File: src/rtl/pipe_skid_reg.sv
// pipe_skid_reg: generic inter-stage pipeline register with a valid/ready handshake.
//
// Replaces the fixed IF/ID, ID/EX, EX/MEM and MEM/WB registers. The stage packs its control
// and data fields into in_ctrl/in_data. Stalls arrive as out_ready=0 and kills as flush.
//
// With SKID_EN=1 a second (skid) entry absorbs the one extra beat that upstream may push
// while downstream stalls. This lets in_ready come straight from a flop, so there is no
// combinational out_ready -> in_ready path, and full throughput is kept. With SKID_EN=0
// only the main entry is used, and in_ready is a function of out_ready.
//
// Parameters:
//   CTRL_W    width of the control bundle; reads as zero on bubbles and is cleared by flush
//   DATA_W    width of the data bundle
//   SKID_EN   1: two entries with a registered in_ready; 0: one entry with a combinational in_ready
//   CLR_DATA  1: flush also zeroes the data storage; 0: only reset clears data
//
// Ports:
//   clk        rising-edge clock
//   rst_n      asynchronous active-low reset
//   flush      synchronous kill of held and incoming entries (highest priority)
//   in_valid   upstream entry present
//   in_ready   stage can accept; accept = in_valid & in_ready
//   in_ctrl    upstream control bundle
//   in_data    upstream data bundle
//   out_valid  head entry presented downstream
//   out_ready  downstream accepts; fire = out_valid & out_ready
//   out_ctrl   head control bundle, forced to 0 when out_valid=0
//   out_data   head data bundle
//   occupancy  number of held entries (0..2)

module pipe_skid_reg #(
  parameter int unsigned CTRL_W   = 4,
  parameter int unsigned DATA_W   = 32,
  parameter bit          SKID_EN  = 1'b1,
  parameter bit          CLR_DATA = 1'b1
) (
  input  logic              clk,
  input  logic              rst_n,
  input  logic              flush,
  input  logic              in_valid,
  output logic              in_ready,
  input  logic [CTRL_W-1:0] in_ctrl,
  input  logic [DATA_W-1:0] in_data,
  output logic              out_valid,
  input  logic              out_ready,
  output logic [CTRL_W-1:0] out_ctrl,
  output logic [DATA_W-1:0] out_data,
  output logic [1:0]        occupancy
);

  // StEmpty: nothing held. StOne: main entry only. StFull: main and skid entries.
  typedef enum logic [1:0] {
    StEmpty,
    StOne,
    StFull
  } state_e;

  state_e state_q, state_d;

  logic [CTRL_W-1:0] m_ctrl_q, m_ctrl_d;
  logic [DATA_W-1:0] m_data_q, m_data_d;
  logic [CTRL_W-1:0] s_ctrl_q, s_ctrl_d;
  logic [DATA_W-1:0] s_data_q, s_data_d;
  logic              in_ready_q, in_ready_d;

  logic m_valid;
  logic s_valid;
  logic accept;
  logic fire;

  assign m_valid = (state_q != StEmpty);
  assign s_valid = (state_q == StFull);

  // Skid build: in_ready is a registered copy of "next state is not full".
  // Single-entry build: the head can be replaced in the same cycle it leaves.
  assign in_ready = SKID_EN ? in_ready_q : (~m_valid | out_ready);

  assign accept = in_valid & in_ready;
  assign fire   = m_valid & out_ready;

  assign out_valid = m_valid;
  assign out_ctrl  = m_valid ? m_ctrl_q : '0;
  assign out_data  = m_data_q;
  assign occupancy = {1'b0, m_valid} + {1'b0, s_valid};

  always_comb begin
    state_d  = state_q;
    m_ctrl_d = m_ctrl_q;
    m_data_d = m_data_q;
    s_ctrl_d = s_ctrl_q;
    s_data_d = s_data_q;

    unique case (state_q)
      StEmpty: begin
        if (accept) begin
          m_ctrl_d = in_ctrl;
          m_data_d = in_data;
          state_d  = StOne;
        end
      end
      StOne: begin
        if (accept && fire) begin
          m_ctrl_d = in_ctrl;
          m_data_d = in_data;
        end else if (accept && SKID_EN) begin
          // Head is stalled; park the new beat behind it.
          s_ctrl_d = in_ctrl;
          s_data_d = in_data;
          state_d  = StFull;
        end else if (fire) begin
          state_d = StEmpty;
        end
      end
      StFull: begin
        // in_ready is low here, so only the head can move.
        if (fire) begin
          m_ctrl_d = s_ctrl_q;
          m_data_d = s_data_q;
          state_d  = StOne;
        end
      end
      default: begin
        state_d = StEmpty;
      end
    endcase

    // A fire in this cycle has already been sampled downstream; only held/incoming
    // entries are killed.
    if (flush) begin
      state_d  = StEmpty;
      m_ctrl_d = '0;
      s_ctrl_d = '0;
      if (CLR_DATA) begin
        m_data_d = '0;
        s_data_d = '0;
      end
    end

    in_ready_d = (state_d != StFull);
  end

  always_ff @(posedge clk or negedge rst_n) begin
    if (!rst_n) begin
      state_q    <= StEmpty;
      m_ctrl_q   <= '0;
      m_data_q   <= '0;
      s_ctrl_q   <= '0;
      s_data_q   <= '0;
      in_ready_q <= 1'b1;
    end else begin
      state_q    <= state_d;
      m_ctrl_q   <= m_ctrl_d;
      m_data_q   <= m_data_d;
      s_ctrl_q   <= s_ctrl_d;
      s_data_q   <= s_data_d;
      in_ready_q <= in_ready_d;
    end
  end

endmodule

File: config.mk
export PLATFORM = sky130hd
export DESIGN_NAME = pipe_skid_reg
export DESIGN_NICKNAME = d
export VERILOG_FILES = /design/src/rtl/pipe_skid_reg.sv
export SDC_FILE = /design/constraint.sdc
export NUM_CORES = 1
export LEC_CHECK = 0
export BUFFER_PORTS_ARGS = -buffer_cell sky130_fd_sc_hd__buf_4
export CAP_MARGIN = 30
export CORE_ASPECT_RATIO = 1.1
export CORE_UTILIZATION = 54
export DETAILED_ROUTE_END_ITERATION = 8
export GPL_TIMING_DRIVEN = 1
export PLACE_DENSITY_LB_ADDON = 0.25
export SKIP_LAST_GASP = 1
export SYNTH_ARGS = -nofsm -noshare
export SYNTH_HDL_FRONTEND = slang
export SYNTH_SLANG_ARGS = --single-unit
File: constraint.sdc
create_clock -name clk -period 2 [get_ports clk]
set_input_delay 0.1 -clock clk [delete_from_list [all_inputs] [get_ports clk]]
set_output_delay 0.1 -clock clk [all_outputs]
set_load 0.01 [all_outputs]
==> results.yml <==
synth:
  synth-main-ff-cell: "dfrtp_1"
  synth_edf_count: 0
  synth_seq_cells: 75
  postSynthNetCount: 305
  synth.largest_area_cell: "dfrtp_1"
  synth.distinct_cells: 24
  ys_top_cells_by_count: "74 x dfrtp_1, 38 x nor2_1, 37 x mux2i_1"
  synth_warnings: 0
  avgSynthCellArea_um2: 13.2
  synthTopCellsByArea: "dfrtp_1 53%, a211oi_2 12%, mux2i_1 11%, a22o_1 9.1%, nor2_1 4.1%"
  yosysSeqAreaShare_pct: 54.0
  ys_async_sr_fraction_pct: 100
  synth.cell_area_um2: 3480
  syn_inst: 264
  synth.most_common_cell: "dfrtp_1"
  synth_top_area_share_pct: 53.2
sta:
  fin_skew_ns: 0.0113
  slew_viol_final: 0
  setup_tns_ns: 0
  worst_slew_pin_slew_ns: 1.03
  rsz0062_at_grt: "false"
  hold_viol: 0
  fin_crit_ns: 1.79
  slew_headroom_pct: 31.3
  setup_viol: 0
  hold_slack_ns: 0.0541
  fmax_mhz: 559
  finalCritPeriodShare_pct: 89.5
final_layout:
  final_layout_size_suffix_gt1_share_pct: 37.7
  diodes: 0
  seqCellArea_um2: 1880
  layoutNonFillerInstCount: 465
  areaGrowthSynthToFinish_pct: 35.2
  nFillCells: 414
  multi_input_area_um2: 1410
  nNetsFinal: 421
cts:
  cts-root-buf: "clkbuf_8"
  clkTransAtPathRegs_ns: 0.08
  post_cts_buffers: 0
  cts_max_level: 3
  cts_max_path_buffers: 2
  cts_tree: "done"
  cts_sinks: 75
  cts_buffers: 9
  clkLatencyLatePin_ns: 0.34
power_and_ir_drop:
  leakage_nw: 2.42
  powerDensity_nw_per_um2: 766
  finalPower_mw: 3.61
  max-vdd-ir-drop_uv: 462
route:
  drtIter0Drc: 170
  via_per_inst: 5.54
  wl_mm: 7.89
  first_pass_iters: 4
  drc: 0
  vias: 2574
  ant_nets: 0
  detail_route.wl_per_cell_um: 17.0
global_route:
  grt_max_degree: 46
  grt_usage_pct: 24.8
  antenna_found_initial: 0
  gr-total-overflow: 0
  grt_pass1_wl_mm: 12.9
  first_global_vias: 2696
worst_setup_path:
  critPathMaxStageDelay_ns: 0.55
  critical_path_buf_inv_count: 1
  path_max_fanout: 32
  r2r_slack_ns: 0.21
  startpoint_type: "flop"
  worstSetupPathType: "reg -> reg"
  critPathArrivalTime_ns: 2.05
  crit_path_end_kind: "flop"
  slowest_stage: "dfstp_2"
  required_ns: 2.26
  crit_chain: "nand2_1 > o31ai_4 > buf_4 > nor2_1 > a211oi_2"
  cpLargestDelayFamily: "flip-flops"
run_status:
  status: "complete, no violations"
run:
  maxCapViolations: 0
die:
  initial_core_util_pct: 56.2
  die_y_um: 86.2
  coreArea_um2: 6190
  io_pins: 81
  dieArea_um2: 6770
  die_w_um: 78.6
  rows: 30
placement:
  routabilityCongestion: 0.753
  placed_cells: 412
  io_buffer_count: 80
  post-dp-hpwl_mm: 4.99
hold_path:
  hold_path.class: "in -> reg"
## repair_timing
action / CTS / global route
resized for setup: 0 / 0
hold endpoints to repair: 65 / 0
hold buffers: 37 / 0
## worst paths after layout
check	from	endpoint	cells after the start
worst min register to register	s_data_q[24]$_DFFE_PN0P_	s_data_q[24]$_DFFE_PN0P_	1
worst min-delay path	out_ready	in_ready$_DFF_PN1_	2
worst max register to register	in_ready$_DFF_PN1_	out_data[15]$_DFFE_PN0P_	5
max in group asynchronous	rst_n	out_data[7]$_DFFE_PN0P_	3
worst max-delay path	in_ready$_DFF_PN1_	out_data[15]$_DFFE_PN0P_	5
min in group asynchronous	rst_n	s_data_q[6]$_DFFE_PN0P_	2
## state kept, by name (all words and copies together) (netlist names)
register and count:
m_ctrl_q 4, s_data_q 32, in_ready 1, out_data 32, s_ctrl_q 4, state_q 2
## per-stage QoR
step | setup WS, ns | instance area [um2] | util (%)
after floorplan | 0.429 | 3480 | -
after global placement | 0.289 | 4120 | 66.5
after detailed placement | 0.213 | 4120 | 66.5
after CTS | 0.207 | 4710 | 76.0
after global routing | 0.113 | 4710 | 76.0
final | 0.210 | 4710 | 76.0
## power breakdown
part / internal, mW / switching, mW / leakage [nW]
combinational: 0.327 / 0.335 / 1.31
sequential: 1.61 / 0.0550 / 1.01
clock: 0.705 / 0.577 / 0.103
## final cells by class
type	count	area share, %
Clock buffer	10	2.71
Clock inverter	6	1.89
Inverter	3	0.239
Multi-Input combinational cell	163	29.9
Sequential cell	75	39.9
Tap cell	80	2.13
Timing Repair Buffer	128	23.2
## per-layer routing
metal	part of all wire [%]	routed length [um]	global-route usage (%)
met1	44	3500	31.8
met2	49	3840	40.9
met3	4.3	337	4.74
met4	2.6	208	11.4
met5	0	0	0
## cell usage in the layout (no fill, tap or decap)
cell type | netlist | layout
clkbuf_1 | 4 | 1
nor2b_1 | 4 | 4
a21oi_4 | 1 | 1
a21oi_1 | 1 | 1
nor2b_4 | 1 | 1
a211o_1 | 1 | 1
inv_6 | 0 | 1
clkinvlp_4 | 0 | 2
o31ai_4 | 1 | 1
and3b_1 | 2 | 2
clkinv_2 | 0 | 1
clkbuf_8 | 0 | 9
dfstp_2 | 1 | 1
dfrtp_1 | 74 | 74
bufinv_16 | 0 | 2
nand3b_1 | 1 | 1
buf_12 | 0 | 3
nand2_1 | 2 | 2
mux2i_1 | 37 | 37
nand2b_2 | 0 | 1
a22o_1 | 36 | 36
dlygate4sd3_1 | 0 | 37
o22a_1 | 1 | 1
a211oi_2 | 34 | 34
buf_4 | 8 | 88
inv_1 | 3 | 3
nor2_1 | 38 | 38
a211oi_1 | 2 | 2
## cells by family (layout without fill, tap and decap cells)
logic type,after synthesis,count (layout),share of synthesized area [%]
AO/OA/AOI/OAI,77,77,23.4
flip-flops,75,75,54.0
AND/OR/NAND/NOR,49,49,6.33
multiplexers,37,37,10.6
buffers and inverters,26,147,5.64
Note: power is estimated with default switching activity, not from simulation.
